==> config.mk <==
export PLATFORM = sky130hd
export DESIGN_NAME = ma_stage
export DESIGN_NICKNAME = d
export VERILOG_FILES = /design/src/rtl/ma_stage.sv
export SDC_FILE = /design/constraint.sdc
export NUM_CORES = 1
export LEC_CHECK = 0
export BUFFER_PORTS_ARGS = -buffer_cell sky130_fd_sc_hd__buf_2
export CAP_MARGIN = 20
export CORE_AREA = 3 3 182 184
export CTS_CLUSTER_SIZE = 16
export DETAILED_ROUTE_END_ITERATION = 8
export DIE_AREA = 0 0 185 187
export GPL_TIMING_DRIVEN = 0
export PLACE_DENSITY = 0.6
export REMOVE_ABC_BUFFERS = 1
export SETUP_SLACK_MARGIN = 0.02
export SYNTH_ARGS = -nofsm -noshare
export SYNTH_HDL_FRONTEND = slang
export SYNTH_SLANG_ARGS = --single-unit
==> constraint.sdc <==
create_clock -name clk -period 1.93 [get_ports clk]
set_input_delay 0.2895 -clock clk [delete_from_list [all_inputs] [get_ports clk]]
set_output_delay 0.2895 -clock clk [all_outputs]
set_load 0.005 [all_outputs]
==> src/rtl/ma_stage.sv <==
// ma_stage: memory-access pipeline stage. Passes non-memory instructions
// straight through. Memory instructions are held in local registers while a
// ready/valid data-memory request runs; the stage stalls upstream and emits
// bubbles until the access completes, then emits the real instruction once.
module ma_stage #(
   parameter int          LD_BIT  = 5,
   parameter int          ST_BIT  = 6,
   parameter int          TIMEOUT = 16,
   parameter logic [31:0] NOP_IR  = 32'h6800_0000
) (
   input  logic        clk,
   input  logic        rst_n,
   input  logic [31:0] input_MA_PC,
   input  logic [31:0] input_MA_ALU_Result,
   input  logic [31:0] input_MA_op2,
   input  logic [31:0] input_MA_IR,
   input  logic [21:0] input_MA_controlBus,
   output logic [31:0] output_MA_PC,
   output logic [31:0] output_MA_ALU_Result,
   output logic [31:0] output_MA_IR,
   output logic [21:0] output_MA_controlBus,
   output logic [31:0] MA_Ld_Result,
   output logic        ma_stall,
   output logic        mem_req,
   output logic        mem_we,
   output logic [31:0] mem_addr,
   output logic [31:0] mem_wdata,
   input  logic [31:0] mem_rdata,
   input  logic        mem_ready,
   output logic        mem_err
);

   localparam logic [1:0] S_IDLE = 2'd0;
   localparam logic [1:0] S_REQ  = 2'd1;
   localparam logic [1:0] S_DONE = 2'd2;

   localparam logic [7:0] CNT_LAST = 8'(TIMEOUT - 1);

   logic [1:0]  state_q, state_d;
   logic [7:0]  cnt_q, cnt_d;
   logic [31:0] pc_q, pc_d, ir_q, ir_d, alu_q, alu_d, op2_q, op2_d, data_q, data_d;
   logic [21:0] ctrl_q, ctrl_d;
   logic        err_q, err_d;
   logic        memop;

   assign memop = input_MA_controlBus[LD_BIT] | input_MA_controlBus[ST_BIT];

   // Next-state: capture the instruction in IDLE, run/timeout the request in REQ
   always_comb begin
      state_d = state_q;
      cnt_d   = cnt_q;
      pc_d    = pc_q;
      ir_d    = ir_q;
      alu_d   = alu_q;
      op2_d   = op2_q;
      ctrl_d  = ctrl_q;
      data_d  = data_q;
      err_d   = err_q;
      case (state_q)
         S_IDLE: begin
            cnt_d = 8'd0;
            if (memop) begin
               pc_d   = input_MA_PC;
               ir_d   = input_MA_IR;
               alu_d  = input_MA_ALU_Result;
               op2_d  = input_MA_op2;
               ctrl_d = input_MA_controlBus;
               if (input_MA_ALU_Result[1:0] != 2'b00) begin
                  // misaligned: fail locally, never touch memory
                  err_d   = 1'b1;
                  data_d  = 32'd0;
                  state_d = S_DONE;
               end else begin
                  state_d = S_REQ;
               end
            end
         end
         S_REQ: begin
            if (mem_ready) begin
               // ld+st together behaves as a store, so store wins here
               data_d  = ctrl_q[ST_BIT] ? 32'd0 : mem_rdata;
               state_d = S_DONE;
            end else if (cnt_q == CNT_LAST) begin
               err_d   = 1'b1;
               data_d  = 32'd0;
               state_d = S_DONE;
            end else begin
               cnt_d = cnt_q + 8'd1;
            end
         end
         S_DONE:  state_d = S_IDLE;
         default: state_d = S_IDLE;
      endcase
   end

   // State and hold registers; reset abandons any outstanding request
   always_ff @(posedge clk or negedge rst_n) begin
      if (!rst_n) begin
         state_q <= S_IDLE;
         cnt_q   <= 8'd0;
         pc_q    <= 32'd0;
         ir_q    <= 32'd0;
         alu_q   <= 32'd0;
         op2_q   <= 32'd0;
         ctrl_q  <= 22'd0;
         data_q  <= 32'd0;
         err_q   <= 1'b0;
      end else begin
         state_q <= state_d;
         cnt_q   <= cnt_d;
         pc_q    <= pc_d;
         ir_q    <= ir_d;
         alu_q   <= alu_d;
         op2_q   <= op2_d;
         ctrl_q  <= ctrl_d;
         data_q  <= data_d;
         err_q   <= err_d;
      end
   end

   // Downstream outputs: pass-through, bubble while stalled, held copy in DONE
   always_comb begin
      output_MA_PC         = input_MA_PC;
      output_MA_ALU_Result = input_MA_ALU_Result;
      output_MA_IR         = input_MA_IR;
      output_MA_controlBus = input_MA_controlBus;
      MA_Ld_Result         = 32'd0;
      ma_stall             = 1'b0;
      case (state_q)
         S_IDLE: begin
            if (memop) begin
               output_MA_IR         = NOP_IR;
               output_MA_controlBus = 22'd0;
               ma_stall             = 1'b1;
            end
         end
         S_REQ: begin
            output_MA_PC         = pc_q;
            output_MA_ALU_Result = alu_q;
            output_MA_IR         = NOP_IR;
            output_MA_controlBus = 22'd0;
            ma_stall             = 1'b1;
         end
         S_DONE: begin
            output_MA_PC         = pc_q;
            output_MA_ALU_Result = alu_q;
            output_MA_IR         = ir_q;
            output_MA_controlBus = ctrl_q;
            MA_Ld_Result         = data_q;
         end
         default: ;
      endcase
   end

   // Memory port: driven from hold registers so it stays stable through REQ
   assign mem_req   = (state_q == S_REQ);
   assign mem_we    = (state_q == S_REQ) & ctrl_q[ST_BIT];
   assign mem_addr  = {alu_q[31:2], 2'b00};
   assign mem_wdata = op2_q;
   assign mem_err   = err_q;

endmodule

==> results of run 1 <==
==> layer usage <==
| metal | wire (um) | GRT usage, % | part of all wire [%] |
|---|---|---|---|
| met1 | 11900 | 18.1 | 41 |
| met5 | 13 | 0 | 0.044 |
| met3 | 1980 | 4.90 | 6.8 |
| met2 | 14800 | 26.0 | 51 |
| met4 | 547 | 5.14 | 1.9 |
==> per-stage QoR <==
step	std cells	utilization [%]	setup slack [ns]	instance area [um2]
final	1574	43.9	-0.385	13800
after CTS	1534	41.2	-0.416	13000
after global placement	1474	36.4	-11.19	11500
after floorplan	672	-	-6.45	8980
after global routing	1574	43.9	-0.470	13800
after detailed placement	1484	37.2	-0.981	11700
==> critical path, cell delays in order (launching register included) <==
cell      delay (ns)
dfrtp_2         0.46
inv_4           0.10
ha_4            0.20
nand2_4         0.07
nand2b_4        0.22
buf_12          0.19
a22o_1          0.20
buf_2           0.14
==> repair_timing <==
item	4_1_cts	5_1_grt
pin swaps	2	9
setup endpoints to repair	278	245
hold buffers	1	0
gates cloned	3	14
setup buffers	14	25
endpoints found under the hold margin	94	0
gates resized for setup	82	66
==> layout by cell type (no fill, tap or decap), types with 5 or more instances in the layout <==
master / count
a21oi_1: 5
a22o_1: 49
and2_1: 33
buf_12: 11
buf_16: 7
buf_2: 343
buf_4: 27
buf_6: 63
clkbuf_16: 28
dfrtp_1: 191
inv_1: 33
mux2_2: 157
mux2_4: 56
mux2i_1: 33
nand2_1: 50
nor2_1: 6
o21ai_0: 6
==> path summary, 6_finish.rpt <==
path	startpoint	end	slack [ns]	depth (start not counted)
worst max register to register	state_q[0]	data_q[5]	-0.17	7
worst min register to register	ctrl_q[5]	ctrl_q[5]	0.49	2
worst max-delay path	state_q[0]	output_MA_IR[19]	-0.39	7
worst min-delay path	input_MA_op2[3]	mem_wdata[3]	0.07	2
min in group asynchronous	rst_n	cnt_q[7]	0.44	2
max in group asynchronous	rst_n	alu_q[27]	0.51	3
==> flip-flops by register name (all words and copies together), names as in the netlist <==
register and cells:
mem_err 1, mem_wdata 32, state_q 2, ctrl_q 22, data_q 32, alu_q 32
cnt_q 8, pc_q 32, ir_q 32
==> cells by family after synthesis <==
family / after synthesis / share of synthesized area [%]
other cells: 1 / 0.0395
fa+ha+maj: 5 / 0.659
flops: 193 / 50.9
buf+inv: 115 / 6.92
compound gates: 82 / 7.08
mux: 246 / 28.7
xor+xnor: 1 / 0.0923
simple gates: 107 / 5.60
==> power by group through the flow <==
| stage | combinational [mW] | clock (mW) | sequential [mW] |
|---|---|---|---|
| final | 13.4 | 3.87 | 6.66 |
| after floorplan | 4.47 | 0 | 5.66 |
| after detailed placement | 9.51 | 0 | 6.67 |
| after global routing | 14.3 | 4.19 | 6.91 |
| after CTS | 11.3 | 4.01 | 6.62 |
| after global placement | 5.78 | 0 | 5.27 |
==> Yosys cell counts (2+ instances only) <==
| cell | count | share of area (%) |
|---|---|---|
| a21oi_1 | 6 | 0.32 |
| clkbuf_8 | 2 | 0.29 |
| inv_1 | 36 | 1.4 |
| nor2_1 | 7 | 0.28 |
| o21ai_0 | 7 | 0.37 |
| buf_2 | 10 | 0.53 |
| a22o_1 | 50 | 4.6 |
| buf_4 | 32 | 2.5 |
| nand2_1 | 51 | 2.0 |
| and2_1 | 33 | 2.2 |
| buf_6 | 2 | 0.24 |
| a221o_1 | 3 | 0.32 |
| mux2i_1 | 33 | 3.5 |
| nand3_1 | 3 | 0.16 |
| buf_12 | 3 | 0.63 |
| nand2b_1 | 3 | 0.20 |
| ha_1 | 5 | 0.66 |
| o31ai_1 | 2 | 0.16 |
| nor2b_1 | 2 | 0.13 |
| clkbuf_1 | 29 | 1.1 |
| dfrtp_1 | 193 | 51 |
| mux2_2 | 213 | 25 |
==> cell type report <==
class | instances | area [um2] | share of cell area (%)
Inverter | 36 | 138 | 0.994
Clock inverter | 14 | 199 | 1.44
Antenna cell | 1 | 2.50 | 0.0181
Timing Repair Buffer | 467 | 3400 | 24.6
Clock buffer | 18 | 439 | 3.17
Sequential cell | 193 | 4830 | 34.9
Multi-Input combinational cell | 443 | 4320 | 31.2
Tap cell | 402 | 503 | 3.63
==> flow_summary_export.csv, run 1 <==
group,metric,value,unit
floorplanning,rows,65,
critical_path,critical_path_arrival,2.03,ns
synthesis,synthFlopType,"dfrtp_1",
cts,clk_pin_slew,0.08,ns
timing,slew_headroom,47.8,%
cts,ctsLongestPathBuffers,2,
timing,skew,0.0117,ns
synthesis,synth_edf_count,0,
global_routing,grt-ovfl-total,0,
global_routing,grt_max_degree,100,
route,antenna_left,0,
floorplanning,die_area,34600,um2
synthesis,synth-seq-cells,193,
route,drtPass1Iterations,4,
timing,post-route-min-period,2.32,ns
synthesis,synthCells,750,
finish,drive_gt1_share,62.9,%
timing,max_freq,0.432,GHz
critical_path,crit_path_end_kind,"output port",
outcome,violations,"setup timing",
critical_path,crit_fanout,12,
power,internal_power,15.9,mW
timing,fin_crit_sh,120,%
cts,cts-root-buf,"clkbuf_16",
cts,cts_tree,"built",
critical_path,path_class,"register to output port",
timing,final-max-slew-violation-count,0,
power,power.switching,7.95,mW
global_routing,grt_pass1_wl,41.3,mm
power,pwr-share-comb,55.9,%
finish,final_net_count,1348,
power,power_frac_seq,27.9,%
floorplanning,ioPinCount,403,
synthesis,seq_area_frac_synth,50.9,%
route,first_iter_violations,327,
critical_path,start_kind,"register",
critical_path,required,1.64,ns
cts,insertion_delay,0.45,ns
cts,cts_buffers,17,
synthesis,post_synth.cell_area_avg,12.7,um2
floorplanning,die-height,187,um
timing,tightestPinTransition,0.784,ns
route,vias,7326,
power,pwr-share-clk,16.2,%
flow_run,cap_violations,0,
finish,syn2layout_area_growth,45.8,%
synthesis,synthesis.area,9490,um2
route,wl,29.2,mm
cts,clkSinkCount,193,
timing,whs,0.0696,ns
route,wire_per_inst,18.6,um
timing,tns,-45.35,ns
finish,num-fill-cells,2965,
floorplanning,start_util,30.1,%
floorplanning,die_w,185,um
route,drc,0,
timing,hold_violations,0,
global_routing,grt_usage,15.2,%
power,cellPowerDensity,1730,nW/um2
timing,finalSetupViolCount,184,
power,p_sw_share,33.3,%
cts,cts_htree_levels,4,
placement,placement.io_buffers,400,
synthesis,ys_types,47,
global_routing,grt_pass1_vias,7483,
route,viasPerCell,4.65,
floorplanning,coreArea,31600,um2
outcome,outcome,"finished with violations",
power,vdd_ir_drop_max,0.000930,V
placement,gp_congestion,0.779,
synthesis,yosys_warnings,0,
power,p_leak,6.75,nW
power,power,23.9,mW
global_routing,antenna_found_initial,2,
timing,rsz0062_at_grt,"yes",
synthesis,async_reset_ff_share,100,%
min_path,hold_path.class,"input port to register",
timing,worst_slack,-0.385,ns
placement,dp_hpwl,18.4,mm
Note: power is estimated with default switching activity, not from simulation.
==> inputs of run 2 (changes only) <==
--- a/config.mk
+++ b/config.mk
@@ -12,9 +12,10 @@
 export DETAILED_ROUTE_END_ITERATION = 8
 export DIE_AREA = 0 0 185 187
 export GPL_TIMING_DRIVEN = 0
-export PLACE_DENSITY = 0.6
+export PLACE_DENSITY = 0.58
 export REMOVE_ABC_BUFFERS = 1
 export SETUP_SLACK_MARGIN = 0.02
+export SLEW_MARGIN = 25
 export SYNTH_ARGS = -nofsm -noshare
 export SYNTH_HDL_FRONTEND = slang
 export SYNTH_SLANG_ARGS = --single-unit
==> constraint.sdc (replaced) <==
create_clock -name clk -period 3 [get_ports clk]
set_input_delay 0.45 -clock clk [delete_from_list [all_inputs] [get_ports clk]]
set_output_delay 0.45 -clock clk [all_outputs]
set_load 0.005 [all_outputs]
==> flow_summary_export.csv, run 2 (synthesized netlist as in run 1, its figures left out) <==
group,metric,value,unit
global_routing,met2_usage,24.7,%
global_routing,use_met1,16.2,%
floorplanning,die-height,187,um
placement,dp_hpwl,18.7,mm
placement,gp_congestion,0.765,
timing,skew,0.00929,ns
cts,ctsLongestPathBuffers,2,
power,p_sw_share,33.7,%
cts,clk_pin_slew,0.07,ns
power,vdd_ir_drop_max,0.000656,V
global_routing,antenna_found_initial,0,
timing,fin_crit_sh,94.7,%
timing,rsz0062_at_grt,"no",
power,internal_power,8.67,mW
power,power_frac_seq,32.5,%
cts,cts_tree,"built",
power,power.switching,4.41,mW
power,p_leak,6.08,nW
floorplanning,coreArea,31600,um2
critical_path,crit_chain,"inv_1, ha_1, inv_1, a21oi_1, a221o_1, buf_2",
timing,tightestPinTransition,0.634,ns
timing,hold_violations,0,
route,viasPerCell,4.60,
power,pwr-share-clk,18.1,%
finish,syn2layout_area_growth,33.3,%
cts,cts_buffers,17,
cts,cts_htree_levels,4,
cts,cts-root-buf,"clkbuf_16",
global_routing,grt_pass1_vias,7343,
critical_path,crit_slowest_cell,"ha_1",
critical_path,critical_path_arrival,2.39,ns
route,wire_per_inst,16.5,um
critical_path,required,2.55,ns
global_routing,grt_max_degree,88,
timing,final-max-slew-violation-count,0,
floorplanning,start_util,30.1,%
finish,num-fill-cells,3098,
timing,tns,0,ns
timing,finalSetupViolCount,0,
finish,final_common_cell,"buf_2",
flow_run,cap_violations,0,
cts,insertion_delay,0.44,ns
critical_path,crit_fanout,14,
placement,place_area,12000,um2
route,first_iter_violations,212,
floorplanning,ioPinCount,403,
critical_path,critical_path_buf_inv_count,3,
critical_path,critPathMaxStageDelay,0.48,ns
power,pwr-share-comb,49.4,%
finish,fin_util,40.1,%
finish,design_area,12700,um2
finish,drive_gt1_share,60.4,%
placement,placement.io_buffers,400,
route,vias,7036,
route,drtPass1Iterations,4,
timing,max_freq,0.352,GHz
finish,final_net_count,1303,
min_path,hold_path.class,"input port to register",
global_routing,grt_pass1_wl,39.0,mm
floorplanning,die_area,34600,um2
route,wl,25.2,mm
global_routing,grt_busiest_layer,"met2",
global_routing,grtUsageMet3,5.62,%
critical_path,path_class,"register to output port",
power,cellPowerDensity,1030,nW/um2
floorplanning,rows,65,
finish,layout_common_cells,"399 x buf_2, 213 x mux2_2, 193 x dfrtp_1, 51 x nand2_1, 50 x a22o_1",
critical_path,critPathTopFamily,"compound AO/OA/AOI/OAI gates",
critical_path,crit_top_cell,"inv_1",
timing,slew_headroom,57.7,%
global_routing,grt-ovfl-total,0,
route,drc,0,
cts,clkSinkCount,193,
critical_path,crit_path_end_kind,"output port",
outcome,outcome,"completed",
timing,post-route-min-period,2.84,ns
power,power,13.1,mW
route,antenna_left,0,
finish,diodes,0,
global_routing,grt_usage,14.2,%
critical_path,start_kind,"register",
floorplanning,die_w,185,um
-- run 2: cell count changes in the layout (fill, tap and decap cells not counted), moves of 3 or more --
cell | before | now
buf_6 | 63 | 0
inv_6 | 1 | 4
buf_12 | 11 | 1
inv_1 | 33 | 36
clkbuf_16 | 28 | 17
buf_16 | 7 | 15
mux2_2 | 157 | 213
mux2_4 | 56 | 0
buf_2 | 343 | 399
buf_4 | 27 | 2
-- run 2: power by group through the flow --
stage                     logic (mW)  clock network (mW)  registers (mW)
after floorplan                 3.47                   0            4.06
after global placement          4.83                   0            3.66
after detailed placement        6.42                   0            4.29
after CTS                       6.50                2.47            4.26
after global routing            7.02                2.58            4.41
final                           6.46                2.36            4.26
-- run 2: worst register-to-register path: stages, from the launching register on --
cell and delay [ns]:
dfrtp_1 0.44, inv_1 0.14, ha_1 0.48, inv_1 0.25
o21ai_0 0.31, o31a_2 0.41, buf_16 0.21, buf_16 0.17
mux2i_1 0.21
-- run 2: layer usage --
metal	up-vias	share of wire, %
met5	-	0
met4	0	1.2
met3	17	8.2
met2	253	50
met1	3428	40
li1	3338	-
-- run 2: stage by stage --
step                cells  hold slack (ns)  setup WS [ns]
detailed placement   1491            0.308          0.126
global route         1528            0.206         0.0377
CTS                  1527            0.193         0.0225
finish               1528            0.237          0.159
global placement     1474            0.462         -10.37
floorplan             672            0.154          -5.70
-- run 2: path summary, 6_finish.rpt --
kind | slack [ns] | end | startpoint | depth (start not counted)
worst max register to register | 0.30 | data_q[31] | state_q[1] | 8
worst max-delay path | 0.16 | output_MA_IR[29] | state_q[1] | 6
worst min-delay path | 0.24 | mem_wdata[1] | input_MA_op2[1] | 2
worst min register to register | 0.49 | ctrl_q[5] | ctrl_q[5] | 2
max in group asynchronous | 1.86 | alu_q[13] | rst_n | 3
min in group asynchronous | 0.44 | cnt_q[5] | rst_n | 2
-- run 2: final cells by class --
| class | instances | area [um2] | area share [%] |
|---|---|---|---|
| clock buffer | 19 | 453 | 3.58 |
| multi-input combinational | 444 | 4080 | 32.2 |
| timing repair buffer | 421 | 2500 | 19.8 |
| clock inverter | 13 | 151 | 1.20 |
| inverter | 36 | 135 | 1.07 |
| sequential | 193 | 4830 | 38.2 |
| tap | 402 | 503 | 3.98 |
-- run 2: timing repair --
action | CTS | global route
cloned | 1 | 0
endpoints found under the hold margin | 20 | 0
buffers inserted | 2 | 1
endpoints found under the setup margin | 53 | 27
hold buffers | 1 | 0
pin swaps | 0 | 1
resized for setup | 1 | 1
==> inputs of run 3 (changes only) <==
==> constraint.sdc (replaced) <==
create_clock -name clk -period 3 [get_ports clk]
set_input_delay 0.3 -clock clk [delete_from_list [all_inputs] [get_ports clk]]
set_output_delay 0.3 -clock clk [all_outputs]
set_load 0.005 [all_outputs]
==> flow_summary_export.csv, run 3 (synthesized netlist as in run 1, its figures left out) <==
group,metric,value,unit
outcome,outcome,"completed",
finish,multi_input_area,4080,um2
finish,fin_util,39.9,%
timing,slew_headroom,56.4,%
cts,cts_htree_levels,4,
floorplanning,coreArea,31600,um2
floorplanning,die-height,187,um
cts,cts-root-buf,"clkbuf_16",
finish,seq_area,4830,um2
route,vias,7007,
power,vdd_ir_drop_max,0.000654,V
cts,ctsLongestPathBuffers,2,
critical_path,crit_fanout,38,
cts,clkSinkCount,193,
timing,hold_violations,0,
global_routing,grt_max_degree,88,
placement,gp_congestion,0.765,
critical_path,critical_path_arrival,2.46,ns
cts,cts_buffers,17,
placement,dp_cells,1491,
cts,cts_tree,"built",
route,wl,25.0,mm
cts,insertion_delay,0.44,ns
floorplanning,ioPinCount,403,
finish,syn2layout_area_growth,32.8,%
power,power,13.0,mW
global_routing,grt_pass1_vias,7345,
global_routing,grt_usage,14.2,%
finish,final_cells,1525,
finish,final_common_cell,"buf_2",
critical_path,path_class,"register to output port",
floorplanning,start_util,30.1,%
timing,whs,0.0873,ns
critical_path,required,2.70,ns
finish,layout_common_cells,"399 x buf_2, 213 x mux2_2, 193 x dfrtp_1, 51 x nand2_1, 50 x a22o_1",
placement,dp_hpwl,18.7,mm
floorplanning,die_area,34600,um2
timing,tightestPinTransition,0.653,ns
timing,final-max-slew-violation-count,0,
global_routing,antenna_found_initial,0,
route,drc,0,
route,antenna_left,0,
route,first_iter_violations,210,
flow_run,cap_violations,0,
timing,rsz0062_at_grt,"no",
timing,skew,0.00873,ns
floorplanning,die_w,185,um
min_path,hold_path.class,"input port to register",
route,drtPass1Iterations,6,
power,cellPowerDensity,1030,nW/um2
route,viasPerCell,4.59,
critical_path,start_kind,"register",
cts,post_cts_buffers,0,
placement,place_area,12000,um2
finish,num-fill-cells,3104,
finish,final_net_count,1300,
global_routing,grt_pass1_wl,39.0,mm
route,wire_per_inst,16.4,um
finish,design_area,12600,um2
finish,diodes,0,
timing,fin_crit_sh,91.9,%
timing,finalSetupViolCount,0,
global_routing,grt-ovfl-total,0,
floorplanning,rows,65,
finish,drive_gt1_share,60.3,%
critical_path,crit_path_end_kind,"output port",
cts,clk_pin_slew,0.07,ns
timing,max_freq,0.363,GHz
placement,placement.io_buffers,400,
timing,post-route-min-period,2.76,ns
power,p_leak,6.06,nW
-- run 3: where the power goes --
group / internal, mW / switching [mW]
sequential: 3.69 / 0.565
clock: 1.29 / 1.08
combinational: 3.62 / 2.73
total: 8.60 / 4.37
-- run 3: worst max-delay path, cell delays in order, from the launching register on --
cell and delay, ns:
dfrtp_1 0.44, inv_1 0.12, ha_4 0.59, buf_12 0.29, mux2_2 0.40, buf_2 0.14
-- run 3: area by class of cell --
type	count	area share, %
Clock buffer	19	3.59
Clock inverter	13	1.20
Inverter	36	1.07
Multi-Input combinational cell	444	32.3
Sequential cell	193	38.3
Tap cell	402	3.99
Timing Repair Buffer	418	19.5
-- run 3: worst paths after layout --
path	startpoint	end	cells after the start	slack (ns)
max	state_q[1]	output_MA_ALU_Result[4]	5	0.24
min	input_MA_op2[1]	mem_wdata[1]	2	0.09
max reg2reg	state_q[1]	data_q[31]	8	0.28
min reg2reg	mem_err	mem_err	1	0.48
max in group asynchronous	rst_n	alu_q[13]	3	2.01
min in group asynchronous	rst_n	cnt_q[5]	2	0.28
-- run 3: stage by stage --
step	setup WS [ns]	TNS, ns
3_5_place_dp	0.276	0
4_1_cts	0.162	0
5_1_grt	0.0837	0
6_report	0.243	0
2_1_floorplan	-5.40	-774.93
3_3_place_gp	-10.07	-1919.11
-- run 3: what timing repair did --
| action | in CTS | in global routing |
|---|---|---|
| hold buffers | 1 | 0 |
| gates resized for setup | 1 | 0 |
| hold endpoints to repair | 20 | 0 |
| endpoints found under the setup margin | 53 | 0 |
-- run 3: per-layer routing --
layer	routed length (um)	part of all wire, %	GRT usage (%)
met1	10100	40	16.2
met2	12600	50	24.7
met3	2080	8.3	5.62
met4	290	1.2	3.84
met5	0	0	0
